`src/rtl/seg7_scan_2digit_pkg.sv`:
```
// Shared constants for the 2-digit multiplexed 7-segment display stage.
// Segment patterns are active-high in g..a order (bit 0 = a); dp is not part of the pattern.
package seg7_pkg;

   localparam logic [6:0] SEG_0    = 7'b0111111;
   localparam logic [6:0] SEG_1    = 7'b0000110;
   localparam logic [6:0] SEG_2    = 7'b1011011;
   localparam logic [6:0] SEG_3    = 7'b1001111;
   localparam logic [6:0] SEG_4    = 7'b1100110;
   localparam logic [6:0] SEG_5    = 7'b1101101;
   localparam logic [6:0] SEG_6    = 7'b1111101;
   localparam logic [6:0] SEG_7    = 7'b0000111;
   localparam logic [6:0] SEG_8    = 7'b1111111;
   localparam logic [6:0] SEG_9    = 7'b1101111;
   localparam logic [6:0] SEG_DASH = 7'b1000000;
   localparam logic [6:0] SEG_OFF  = 7'b0000000;

   localparam logic [1:0] S_BLANK0  = 2'd0;
   localparam logic [1:0] S_ONES_ON = 2'd1;
   localparam logic [1:0] S_BLANK1  = 2'd2;
   localparam logic [1:0] S_TENS_ON = 2'd3;

   function automatic logic is_on_state(input logic [1:0] s);
      return (s == S_ONES_ON) || (s == S_TENS_ON);
   endfunction

endpackage

```
`src/rtl/seg7_scan_2digit_bcd_to_seg7.sv`:
```
// Combinational BCD to 7-segment decoder, active-high g..a output.
// Codes 10-15 are not BCD and show a dash.
module bcd_to_seg7
   import seg7_pkg::*;
(
   input  logic [3:0] bcd,
   output logic [6:0] pattern
);

   always_comb begin
      pattern = SEG_DASH;
      case (bcd)
         4'd0:    pattern = SEG_0;
         4'd1:    pattern = SEG_1;
         4'd2:    pattern = SEG_2;
         4'd3:    pattern = SEG_3;
         4'd4:    pattern = SEG_4;
         4'd5:    pattern = SEG_5;
         4'd6:    pattern = SEG_6;
         4'd7:    pattern = SEG_7;
         4'd8:    pattern = SEG_8;
         4'd9:    pattern = SEG_9;
         default: pattern = SEG_DASH;
      endcase
   end

endmodule

```
`src/rtl/seg7_scan_2digit.sv`:
```
// Two-digit multiplexed 7-segment driver with dead-time blanking and per-frame digit snapshot.
// All outputs are registered from next-state/next-snapshot so they move together with the FSM.
module seg7_scan_2digit
   import seg7_pkg::*;
#(
   parameter int unsigned SCAN_DIV       = 50000,
   parameter int unsigned BLANK_CYC      = 500,
   parameter bit          SEG_ACTIVE_LOW = 1'b1,
   parameter bit          AN_ACTIVE_LOW  = 1'b1,
   parameter bit          LZ_BLANK       = 1'b1
) (
   input  logic       clk,
   input  logic       rst_n,
   input  logic       disp_en,
   input  logic [3:0] bcd_tens,
   input  logic [3:0] bcd_ones,
   output logic [7:0] seg,
   output logic [1:0] an,
   output logic       frame_tick
);

   localparam int unsigned TW = $clog2(SCAN_DIV);

   localparam logic [TW-1:0] ON_LAST    = TW'(SCAN_DIV - BLANK_CYC - 1);
   localparam logic [TW-1:0] BLANK_LAST = TW'(BLANK_CYC - 1);

   localparam logic [7:0] SEG_DARK = SEG_ACTIVE_LOW ? 8'hFF : 8'h00;
   localparam logic [1:0] AN_DARK  = AN_ACTIVE_LOW  ? 2'b11 : 2'b00;

   logic [1:0]    state;
   logic [1:0]    state_nx;
   logic [TW-1:0] timer;
   logic [TW-1:0] timer_nx;
   logic          slot_last;
   logic          frame_start;

   logic [3:0]    tens_q;
   logic [3:0]    ones_q;
   logic [3:0]    tens_nx;
   logic [3:0]    ones_nx;

   logic [3:0]    dec_in;
   logic [6:0]    dec_out;
   logic [6:0]    seg_lit;
   logic [1:0]    an_act;

   // ---------------- FSM + slot timer ----------------
   always_comb begin
      slot_last = is_on_state(state) ? (timer == ON_LAST) : (timer == BLANK_LAST);
   end

   always_comb begin
      state_nx = state;
      timer_nx = timer + TW'(1);
      if (!disp_en) begin
         state_nx = S_BLANK0;
         timer_nx = '0;
      end else if (slot_last) begin
         timer_nx = '0;
         case (state)
            S_BLANK0:  state_nx = S_ONES_ON;
            S_ONES_ON: state_nx = S_BLANK1;
            S_BLANK1:  state_nx = S_TENS_ON;
            S_TENS_ON: state_nx = S_BLANK0;
            default:   state_nx = S_BLANK0;
         endcase
      end
   end

   always_comb begin
      frame_start = disp_en && (state == S_BLANK0) && slot_last;
   end

   always_ff @(posedge clk or negedge rst_n) begin
      if (!rst_n) begin
         state <= S_BLANK0;
         timer <= '0;
      end else begin
         state <= state_nx;
         timer <= timer_nx;
      end
   end

   // ---------------- Snapshot ----------------
   always_comb begin
      tens_nx = frame_start ? bcd_tens : tens_q;
      ones_nx = frame_start ? bcd_ones : ones_q;
   end

   always_ff @(posedge clk or negedge rst_n) begin
      if (!rst_n) begin
         tens_q <= '0;
         ones_q <= '0;
      end else begin
         tens_q <= tens_nx;
         ones_q <= ones_nx;
      end
   end

   // ---------------- Output stage ----------------
   // The single decoder sees the digit that the next state will display.
   always_comb begin
      dec_in = (state_nx == S_TENS_ON) ? tens_nx : ones_nx;
   end

   bcd_to_seg7 u_dec (
      .bcd     (dec_in),
      .pattern (dec_out)
   );

   always_comb begin
      seg_lit = SEG_OFF;
      an_act  = 2'b00;
      case (state_nx)
         S_ONES_ON: begin
            an_act  = 2'b01;
            seg_lit = dec_out;
         end
         S_TENS_ON: begin
            if (!(LZ_BLANK && (tens_nx == 4'd0))) begin
               an_act  = 2'b10;
               seg_lit = dec_out;
            end
         end
         default: begin
            an_act  = 2'b00;
            seg_lit = SEG_OFF;
         end
      endcase
   end

   always_ff @(posedge clk or negedge rst_n) begin
      if (!rst_n) begin
         seg        <= SEG_DARK;
         an         <= AN_DARK;
         frame_tick <= 1'b0;
      end else begin
         seg        <= SEG_ACTIVE_LOW ? ~{1'b0, seg_lit} : {1'b0, seg_lit};
         an         <= AN_ACTIVE_LOW ? ~an_act : an_act;
         frame_tick <= frame_start;
      end
   end

endmodule
```
`config.mk`:
```
export PLATFORM = sky130hd
export DESIGN_NAME = seg7_scan_2digit
export DESIGN_NICKNAME = d
export VERILOG_FILES = /design/src/rtl/seg7_scan_2digit_pkg.sv /design/src/rtl/seg7_scan_2digit_bcd_to_seg7.sv /design/src/rtl/seg7_scan_2digit.sv
export SDC_FILE = /design/constraint.sdc
export NUM_CORES = 1
export LEC_CHECK = 0
export ABC_AREA = 1
export CORE_MARGIN = 2
export CORE_UTILIZATION = 25
export DETAILED_ROUTE_END_ITERATION = 12
export GPL_TIMING_DRIVEN = 0
export PLACE_DENSITY = 0.44
export SYNTH_ARGS = -nofsm -noshare
export SYNTH_HDL_FRONTEND = slang
export SYNTH_SLANG_ARGS = --single-unit
```
`constraint.sdc`:
```
create_clock -name clk -period 2.7 [get_ports clk]
set_input_delay 0.675 -clock clk [delete_from_list [all_inputs] [get_ports clk]]
set_output_delay 0.675 -clock clk [all_outputs]
set_load 0.01 [all_outputs]
```
* Yosys cells after proc, flatten, opt, wreduce, memory -nomap -nowiden
Memories as Yosys holds them, arrays and structs flattened.
Cells that the tools add are included.
W data, S select, Z words.
** Word-level totals
- Logic and storage cells :: 36
- Bits in registers :: 37
- Output and inout port bits :: 11
- Memory bits (read-only) :: 112
- Memories :: 1
** Operators by class
- Add/sub/neg operators :: 1
- Reduce and logical (&&, ||, !) cells :: 5
- Bitwise operators :: 2
- Eq/ne operators :: 7
- Mux-type cells :: 13
** Memories
- (no name shown) :: depth 16, width 7, rd ports 1, clocked after memory_dff 0, write ports 0, line seg7_scan_2digit_bcd_to_seg7.sv:12 : case (bcd)
** Operator list (number)
- $mux W16 :: 2
- $add A16 B1 Y16 const B :: 1
- $eq A16 B16 Y1 const B :: 1
- $eq A16 B9 Y1 const B :: 1
- $pmux W7 S2 :: 1
- $mux W4 :: 3
- $not A7 Y8 :: 1
- $pmux W2 S4 :: 1
- $mux W7 :: 1
- $eq A2 B2 Y1 const B :: 3
- $mux W2 :: 3
- $eq A2 B1 Y1 const B :: 2
- $logic_not A4 Y1 :: 1
- $pmux W2 S2 :: 1
- $logic_and A1 B1 Y1 :: 2
- $logic_not A2 Y1 :: 1
- $not A2 Y2 :: 1
- $logic_or A1 B1 Y1 :: 1
- $mux W1 :: 1

* Longest topological paths before layout
An unclocked memory read counts as a cell.
- Word-level depth :: 11
- Mapped depth :: 18

* Hierarchy
Synthesis repeated with hierarchy kept, for this count alone.
** Second synthesis, totals
- Cell total of the unflattened synthesis :: 260
- Area, all modules :: 2153.3 µm²
** By module, submodules not included
- seg7_scan_2digit :: instances 1, cells each 224, sequential area each 912.1 µm², area an instance 1960.6 µm²
- bcd_to_seg7 :: instances 1, cells each 36, sequential area each 0.0 µm², area an instance 192.7 µm²

* Least setup slack after synthesis
OpenSTA, ideal clock, no wires.
- Kind :: reg2reg
- Start :: register timer[0]
- End :: register seg[3]
- Data arrival time :: 2.059 ns
- Path slack :: 0.557 ns
- Data required time :: 2.617 ns
- Library setup time :: 0.083 ns
- Clock period less this slack :: 2.143 ns
- Cell stages (with the launch flop) :: 17
- Cell sequence :: dfrtp_1 ha_1 inv_1 nor2_2 nand2_2 nor2_4 nand3_4 nand2_2 inv_2 nor2_8 nand2_8 nand2_1 nand2_1 ha_1 nand3_1 nand3_1 nand3_1
** Between the ends
- Longest elaborated chain between the ends :: 10
- Elaborated cells on any way between the ends :: 16
- Classes of those cells :: 4 x eq/ne; 8 x mux; 1 x bitwise; 2 x reduce/logical; 1 x memory
** Ends and longest elaborated chain
- from (decl) :: line seg7_scan_2digit.sv:32 : logic [TW-1:0] timer;
- from (signal assigned) :: line seg7_scan_2digit.sv:80 : timer <= timer_nx;
- $eq A16 B9 Y1 / $eq A16 B16 Y1 (equally long branches) :: line seg7_scan_2digit.sv:49 : slot_last = is_on_state(state) ? (timer == ON_LAST) : (timer == BLANK_LAST);
- $mux W1 (*) :: line seg7_scan_2digit.sv:49
- $mux W2 (*) :: line seg7_scan_2digit.sv:58 : end else if (slot_last) begin
- $mux W2 (*) :: line seg7_scan_2digit.sv:55 : if (!disp_en) begin
- net state_nx[1] :: line seg7_scan_2digit.sv:31 : logic [1:0] state_nx;
- $eq A2 B2 Y1 :: line seg7_scan_2digit.sv:103, seg7_scan_2digit.sv:114
- $mux W4 :: line seg7_scan_2digit.sv:103 : dec_in = (state_nx == S_TENS_ON) ? tens_nx : ones_nx;
- $mem_v2 Z16 W7
- $mux W7 :: line seg7_scan_2digit.sv:120 : if (!(LZ_BLANK && (tens_nx == 4'd0))) begin
- $pmux W7 S2 (*) :: line seg7_scan_2digit.sv:114 : case (state_nx)
- $not A7 Y8 (*) :: line seg7_scan_2digit.sv:138 : seg <= SEG_ACTIVE_LOW ? ~{1'b0, seg_lit} : {1'b0, seg_lit};
- to (signal assigned) :: line seg7_scan_2digit.sv:138
- to (decl) :: line seg7_scan_2digit.sv:17 : output logic [7:0] seg,
The timed path passes the listed nets; every way through them passes the cells marked *.

* Worst setup path in the final report
- Start :: register timer[0]
- End :: register seg[5]
The elaborated chain is that of the path after synthesis.

==> impl_metrics.env <==
export IMPL_status="completed"
export IMPL_synthTopCellsByCount="45 x nand2_1, 31 x inv_1, 30 x nand3_1"
export IMPL_power_density_mw_per_mm2=382
export IMPL_path_clk_slew_ns=0.07
export IMPL_placementRows=33
export IMPL_syn_area_sq_mm=0.00215
export IMPL_ys_top_cells_by_area="dfrtp_1 31%, dfstp_2 11%, nand2_1 7.8%, nand3_1 7.0%, inv_1 5.4%"
export IMPL_grt_max_degree=37
export IMPL_rr_endpoint="seg[5]"
export IMPL_routedWlPerCell_um=11.2
export IMPL_crit_chain="ha_1 -> inv_1 -> nor2_2 -> nand2_2 -> nor2_4 -> nand3_4 -> nand2_2 -> inv_2 -> nor2_8 -> nand3_1 -> nand2_2 -> inv_1 -> ha_1 -> inv_1 -> nand3_1 -> nand3_1 -> nand3_1"
export IMPL_pin_count=22
export IMPL_netlist_instances=257
export IMPL_avgSynthCellArea_sq_um=8.38
export IMPL_crit_path_frequent_cell="nand3_1"
export IMPL_regArea_sq_um=912
export IMPL_first_global_vias=1652
export IMPL_nets=304
export IMPL_setup_violations=0
export IMPL_max_slew_margin_pct=44.0
export IMPL_ys_ff_latch=36
export IMPL_grt_pass1_wl_mm=7.71
export IMPL_yosys_area_top_type_share_pct=31.4
export IMPL_cp_data_required_time_ns=2.90
export IMPL_critPathMaxFanout=8
export IMPL_numClockSinks=36
export IMPL_start_util_pct=26.0
export IMPL_final_layout_size_suffix_gt1_share_pct=22.1
export IMPL_dr_total_vias=1660
export IMPL_fill_cells=871
export IMPL_final_hold_viol_count=0
export IMPL_critPathLaunchType="register"
export IMPL_crit_family="simple AND/OR/NAND/NOR gates"
export IMPL_gp_congestion=0.794
export IMPL_async_flop_share_pct=100
export IMPL_tightest_slew_ns=0.840
export IMPL_cts_tree="built"
export IMPL_synth_most_common_cell="nand2_1"
export IMPL_cts_buffer_depth=2
export IMPL_yosysSeqAreaShare_pct=42.3
export IMPL_placement_io_buffers=20
export IMPL_period_share_pct=90.6
export IMPL_htreeDepth=2
export IMPL_drtAntennaViolNets=0
export IMPL_critPathMaxStageDelay_ns=0.37
export IMPL_core_area_sq_mm=0.00830
export IMPL_cts_made_buffers=5
export IMPL_first_pass_iters=4
export IMPL_routed_via_density=4.26
export IMPL_crit_end="seg[5]"
export IMPL_min_path_type="register to register"
export IMPL_ir_drop_uv=159
export IMPL_yosys_warnings=0
export IMPL_antenna_found_initial=0
export IMPL_min_period_ns=2.45
export IMPL_tns_ns=0
export IMPL_postCtsHoldBufs=0
export IMPL_die_width_um=96.8
export IMPL_ys_types=37
export IMPL_area_growth_pct=19.7
export IMPL_insertion_delay_ns=0.28
export IMPL_dp_hpwl_mm=3.38
export IMPL_maxSlewViolCount=0
export IMPL_synth_edff_count=0
export IMPL_crit_type="register to register"
export IMPL_skew_ns=0.00833
export IMPL_maxCapViolCount=0
export IMPL_rsz0062_at_grt="no"
export IMPL_cts_setup_buffers=0
export IMPL_dr_wl_met3_um=104
export IMPL_die_y_um=96.8
export IMPL_p_leak_nw=1.14
export IMPL_synth_main_ff_cell="dfrtp_1"
export IMPL_clockRootBuffer="clkbuf_8"
export IMPL_cts_resized=0
export IMPL_synth_largest_area_cell="dfrtp_1"
export IMPL_highest_layer="met4"
export IMPL_first_iter_violations=44
export IMPL_regToRegStartpoint="timer[0]"
export IMPL_worst_r2r_path_depth=17
export IMPL_max_freq_mhz=409
export IMPL_multi_input_area_sq_mm=0.00108
export IMPL_route_met2_wl_mm=2.11
export IMPL_mappedNetlistNets=277
export IMPL_die_area_sq_mm=0.00938
export IMPL_critPathBufInv=4
export IMPL_worstSetupStartpoint="timer[0]"
export IMPL_drt_wl_total_mm=4.38
export IMPL_diodes=0
export IMPL_worstSetupPathDepth=17
export IMPL_drc_errors=0
export IMPL_track_usage_pct=9.97
export IMPL_cp_slowest_cell="dfrtp_1"
export IMPL_reg2reg_slack_ns=0.25
export IMPL_met1_length_mm=2.16
export IMPL_critPathArrivalTime_ns=2.64
export IMPL_finalPower_mw=0.986
export IMPL_grt_overflow=0
export IMPL_critPathCaptureType="register"
==> state kept, by name (all words and copies together) (netlist names) <==
register / flops
timer: 16
frame_tick: 1
seg: 7
ones_q: 4
state: 2
an: 2
tens_q: 4
==> cell families (layout without fill, tap and decap cells) <==
| kind of cell | Yosys count | after routing | share of synthesized area [%] |
|---|---|---|---|
| xor gates and xnor gates | 3 | 3 | 1.22 |
| AOI/OAI and AO/OA | 21 | 21 | 5.40 |
| other | 1 | 1 | 0.174 |
| buffers and inverters | 41 | 69 | 7.67 |
| DFF | 36 | 36 | 42.3 |
| and+or+nand+nor | 146 | 146 | 38.0 |
| adders and majority gates | 9 | 9 | 5.23 |
==> worst min-delay path by stage <==
stage | startpoint | end | depth (start not counted)
6_report | timer[0] | timer[0] | 1
5_1_grt | timer[0] | timer[0] | 1
4_1_cts | timer[0] | timer[0] | 1
3_5_place_dp | timer[0] | timer[0] | 1
3_3_place_gp | timer[0] | timer[0] | 1
2_1_floorplan | rst_n | frame_tick | 0
==> stage by stage <==
step	cell area, sq um	hold slack (ns)	util, %	setup WS (ns)	instances
after global placement	2490	0.451	30.0	-0.215	382
after floorplan	2150	0.379	-	0.557	257
after detailed placement	2480	0.450	29.9	-0.229	382
after global routing	2580	0.489	31.1	0.0352	390
final	2580	0.465	31.1	0.255	390
after CTS	2570	0.467	31.0	0.0616	390
==> layout make-up <==
| cell class | instances | share of cell area, % |
|---|---|---|
| Buffer | 3 | 0.873 |
| Tap cell | 105 | 5.09 |
| Sequential cell | 36 | 35.4 |
| Inverter | 38 | 5.53 |
| Clock buffer | 8 | 3.49 |
| Multi-Input combinational cell | 180 | 42.0 |
| Timing Repair Buffer | 20 | 7.66 |
==> power by group <==
group | switching (mW) | internal, mW | total [mW]
clock | 0.184 | 0.208 | 0.392
sequential | 0.00224 | 0.543 | 0.545
combinational | 0.0295 | 0.0184 | 0.0478
==> worst reg2reg max path, delay by kind of cell (launching register included) <==
kind	cells	cell delay, ns
and+or+nand+nor	11	1.37
buffers and inverters	4	0.26
DFF	1	0.37
adders and majority gates	2	0.37
==> layout by cell type, fill, tap and decap left out, types with 2 or more instances in the layout <==
cell,count
nand2_1,44
inv_1,30
nand3_1,30
dfrtp_1,27
nor2_1,24
clkdlybuf4s50_1,18
nand2_2,13
ha_1,9
dfstp_2,9
inv_2,8
nand4_1,7
nand2_4,7
a21oi_1,6
clkbuf_8,6
o21ai_1,5
o21ai_0,4
nor3_1,4
nor2_2,3
nor2_4,3
clkbuf_1,3
nand3_4,2
xor2_1,2
a31oi_1,2
o21ai_2,2
==> routing by layer <==
layer	up-vias	GRT usage, %
li1	878	-
met5	-	0
met2	12	16.2
met4	0	2.60
met1	768	13.3
met3	2	2.38
Note: power is estimated with default switching activity, not from simulation.
==> variant 1, RTL diff (same flow settings) <==
Register the output `seg` once more; this adds one clock of latency there. The other outputs are not delayed to match.
--- a/src/rtl/seg7_scan_2digit.sv
+++ b/src/rtl/seg7_scan_2digit.sv
@@ -27,4 +27,6 @@
    localparam logic [7:0] SEG_DARK = SEG_ACTIVE_LOW ? 8'hFF : 8'h00;
    localparam logic [1:0] AN_DARK  = AN_ACTIVE_LOW  ? 2'b11 : 2'b00;
+
+   logic [7:0] seg_s0;
 
    logic [1:0]    state;
@@ -132,9 +134,9 @@
    always_ff @(posedge clk or negedge rst_n) begin
       if (!rst_n) begin
-         seg        <= SEG_DARK;
+         seg_s0     <= SEG_DARK;
          an         <= AN_DARK;
          frame_tick <= 1'b0;
       end else begin
-         seg        <= SEG_ACTIVE_LOW ? ~{1'b0, seg_lit} : {1'b0, seg_lit};
+         seg_s0     <= SEG_ACTIVE_LOW ? ~{1'b0, seg_lit} : {1'b0, seg_lit};
          an         <= AN_ACTIVE_LOW ? ~an_act : an_act;
          frame_tick <= frame_start;
@@ -142,3 +144,7 @@
    end
 
+   always_ff @(posedge clk) begin
+      seg <= seg_s0;
+   end
+
 endmodule
Function: no difference found for any inputs over 10 cycles, from zero or initial values and one cycle with rst_n low; that may be too few to reach the edited logic, so the function may still have changed.
==> variant 1 against the original RTL <==
Sequential cell count is 7 higher; utilization about the same; worst setup slack worse by 63 ps; total power up 14%; synthesized area grew 6.5%; wire length is 2.2% higher; design area increased by 6.1%; die area increased by 6.2%; sequential share of layout area grew 3.1 points; via count grew 3.6%; largest power group unchanged; highest routed layer unchanged.
==> variant 1: results (changes against the original RTL) <==
{
  "outcome": {"value": "finished, final reports clean"},
  "dp_hpwl": {"value": 3.39, "unit": "mm", "change": "+0.51%"},
  "final.signal_buffer_count": {"value": 25, "change": "+8.7%"},
  "finalNetCount": {"value": 313, "change": "+3.0%"},
  "family_with_the_most_delay_on_the_worst_path": {"value": "buffers and inverters"},
  "wirelength_met1": {"value": 2.29, "unit": "mm", "change": "+6.2%"},
  "critPathMaxStageDelay": {"value": 540, "unit": "ps", "change": "+170 ps"},
  "gr-usage-met1": {"value": 13.0, "unit": "%", "change": "-0.30 points"},
  "detailroute.via_count": {"value": 1719, "change": "+3.6%"},
  "synthesis.nets": {"value": 284, "change": "+2.5%"},
  "worst_pin_slew": {"value": 858, "unit": "ps", "change": "+17.8 ps"},
  "worst_ir_drop_vdd": {"value": 0.171, "unit": "mV", "change": "+7.7%"},
  "xor_and_xnor_area_share_after_synthesis": {"value": 1.15, "unit": "%", "change": "-0.074 points"},
  "leakage": {"value": 1.20, "unit": "nW", "change": "+5.4%"},
  "worst_ep_arrival_time": {"value": 2750, "unit": "ps", "change": "+110 ps"},
  "drt_wl_total": {"value": 4.48, "unit": "mm", "change": "+2.2%"},
  "dp_slack": {"value": -218, "unit": "ps", "change": "+11.0 ps"},
  "clock_skew": {"value": 7.65, "unit": "ps", "change": "-0.679 ps"},
  "fill_cells": {"value": 903, "change": "+3.7%"},
  "tritoncts_num_sinks": {"value": 43, "change": "+19%"},
  "met3_usage": {"value": 1.88, "unit": "%", "change": "-0.50 points"},
  "netlist-cell-type-count": {"value": 38, "change": "+2.7%"},
  "final-clk-cell-share": {"value": 3.29, "unit": "%", "change": "-0.20 points"},
  "place.gp.congestion": {"value": 0.847, "change": "+6.8%"},
  "synth_compound_gate_area_share": {"value": 5.07, "unit": "%", "change": "-0.33 points"},
  "worstSkewPairLatency": {"value": 300, "unit": "ps", "change": "+20 ps"}
}
variant 1: through the flow:
step	std cells	hold slack (ps)	area [µm²]	setup TNS, ps
finish	402	399	2740	0
CTS	400	402	2720	0
detailed placement	392	388	2630	-1020
global placement	392	387	2630	-2270
global route	402	406	2740	0
floorplan	264	379	2290	0
variant 1: power by group through the flow:
stage	Sequential, mW	Clock [mW]	Combinational (mW)
detailed placement	0.661	0	0.0495
CTS	0.648	0.464	0.0496
global route	0.649	0.491	0.0556
global placement	0.661	0	0.0501
finish	0.648	0.432	0.0479
floorplan	0.661	0	0.0184
variant 1: worst paths after layout:
check,startpoint,slack [ps],cells past startpoint,endpoint
max reg2reg,timer[0],320,16,seg_s0[3]
min in group asynchronous,rst_n,480,1,timer[9]
min reg2reg,seg_s0[1],400,0,seg[1]
max,disp_en,190,14,seg_s0[3]
min,seg_s0[1],400,0,seg[1]
max in group asynchronous,rst_n,1680,1,state[1]
==> variant 2, RTL diff (config.mk and constraints unchanged) <==
Made on the original files. Set the parameter `BLANK_CYC` to 375 (it was 500).
--- a/src/rtl/seg7_scan_2digit.sv
+++ b/src/rtl/seg7_scan_2digit.sv
@@ -5,5 +5,5 @@
 #(
    parameter int unsigned SCAN_DIV       = 50000,
-   parameter int unsigned BLANK_CYC      = 500,
+   parameter int unsigned BLANK_CYC      = 375,
    parameter bit          SEG_ACTIVE_LOW = 1'b1,
    parameter bit          AN_ACTIVE_LOW  = 1'b1,
Check against the original RTL: no difference found for any inputs over 10 cycles, from zero or initial values and one cycle with rst_n low; that may be too few to reach the edited logic, so the function may still have changed.
==> variant 2 against the original RTL <==
Die area fell by 1.5%; worst setup slack got worse by 67 ps; highest routed layer unchanged; total power rose by 0.77%; sequential cell count did not move; critical endpoint unchanged; critical path depth fell by 2; design area fell by 1.4%; wire length fell by 0.62%; synthesized area fell by 1.6%; global-route usage rose by 0.68 points; largest cell class unchanged.
==> variant 2: results (changes against the original RTL) <==
{
  "detail_route.iter0.violations": {"value": 70, "change": "+59%"},
  "worst_ir_drop_vdd": {"value": 0.115, "unit": "mV", "change": "-27%"},
  "critical_path.reg2reg.startpoint": {"value": "state[0]"},
  "detailed_place.area": {"value": 2450, "unit": "µm²", "change": "-1.4%"},
  "dp_hpwl": {"value": 3.34, "unit": "mm", "change": "-0.96%"},
  "final_layout_size_suffix_gt1_share": {"value": 17.6, "unit": "%", "change": "-4.5 points"},
  "outcome": {"value": "finished, final reports clean"},
  "worstHoldPathType": {"value": "in2async"},
  "tritoncts.num_buffers": {"value": 5, "change": "unchanged"},
  "regMostFlops": {"value": "timer"},
  "number_of_global_route_vias_before_repair": {"value": 1656, "change": "+0.24%"},
  "synth_top_flop_cell": {"value": "dfrtp_1"},
  "worstRegToRegCells": {"value": 15, "change": "-2"},
  "pin_count_of_the_biggest_net_entering_global_routing": {"value": 37, "change": "unchanged"},
  "leakage": {"value": 1.23, "unit": "nW", "change": "+8.1%"},
  "dp_slack": {"value": -464, "unit": "ps", "change": "-236 ps"},
  "numPlacedInstances": {"value": 386, "change": "+1.0%"},
  "final_cell_area": {"value": 2540, "unit": "µm²", "change": "-1.4%"},
  "worst_ep_arrival_time": {"value": 2710, "unit": "ps", "change": "+70 ps"},
  "grt_first_pass_wirelength": {"value": 7.64, "unit": "mm", "change": "-0.90%"},
  "setup.worst_path.start": {"value": "disp_en"},
  "synth_top_cells_by_count": {"value": "nand2_1, inv_1, nor2_1"},
  "synth_area_leaders": {"value": "dfrtp_1, dfstp_2, nand2_1"},
  "finalNetCount": {"value": 308, "change": "+1.3%"},
  "drt-wirelength-per-cell": {"value": 11.0, "unit": "µm", "change": "-1.6%"},
  "place.gp.congestion": {"value": 0.796, "change": "+0.28%"},
  "synthesis.nets": {"value": 281, "change": "+1.4%"},
  "avgViaCountPerCell": {"value": 4.15, "change": "-2.6%"},
  "relSlewSlack": {"value": 44.9, "unit": "%", "change": "+0.86 points"},
  "clock_skew": {"value": 4.93, "unit": "ps", "change": "-3.40 ps"},
  "grt.total_usage": {"value": 10.7, "unit": "%", "change": "+0.68 points"},
  "drt_wl_total": {"value": 4.35, "unit": "mm", "change": "-0.62%"},
  "synthesized_instance_count": {"value": 261, "change": "+1.6%"},
  "netlist-cell-type-count": {"value": 32, "change": "-14%"},
  "category_of_the_worst_setup_path_launch_point": {"value": "input pin"}
}
[variant 2: final cells by class]
cell class	instances	share of cell area (%)
flip-flops and latches	36	35.8
repair buffers	20	7.62
well taps	105	5.16
inverters	40	5.90
clock buffers	8	3.54
multi-input cells	183	41.5
plain buffers	2	0.442
[variant 2: report_power, final]
group	internal [mW]	switching, mW
logic	0.0209	0.0319
registers	0.543	0.00430
clock network	0.208	0.184
total	0.773	0.221
[variant 2: repair_timing]
item	in CTS	in global routing
endpoints found under the hold margin	0	0
setup endpoints to repair	6	4
hold buffers	0	0
resized for setup	1	1
[variant 2: critical path: stages]
cell and delay (ps):
dlygate4sd2_1 360, nand2_1 210, inv_1 190, nand4_4 180
nand2_1 100, nand2_1 90, inv_1 70, nand2_1 50
nand2_1 180, inv_1 90, ha_1 200, inv_1 50
nand3_1 100, nand3_1 100, nand3_1 80
[variant 2: worst min-delay path by stage]
stage | start | end | slack [ps] | depth (start not counted)
CTS | timer[0] | timer[0] | 510 | 1
floorplan | rst_n | frame_tick | 380 | 0
detailed placement | ones_q[1] | ones_q[1] | 490 | 2
finish | rst_n | timer[2] | 490 | 1
global placement | ones_q[1] | ones_q[1] | 490 | 2
global route | timer[0] | timer[0] | 520 | 1
[variant 2: metal layers]
layer	GRT usage, %	vias to the layer above	routed length [µm]
li1	-	874	-
met1	13.8	742	2080
met2	17.8	16	2150
met3	2.58	2	105
met4	2.86	0	15
met5	0	-	0
[variant 2: cell families (layout without fill, tap and decap cells)]
group           count (synthesis)  after routing  synth area share [%]
compound gates                 19             19                  5.49
fa+ha+maj                       9              9                  5.31
xor+xnor                        5              5                  2.06
simple gates                  149            149                  36.3
other cells                     1              1                 0.177
buf+inv                        42             70                  7.61
flops                          36             36                  43.0
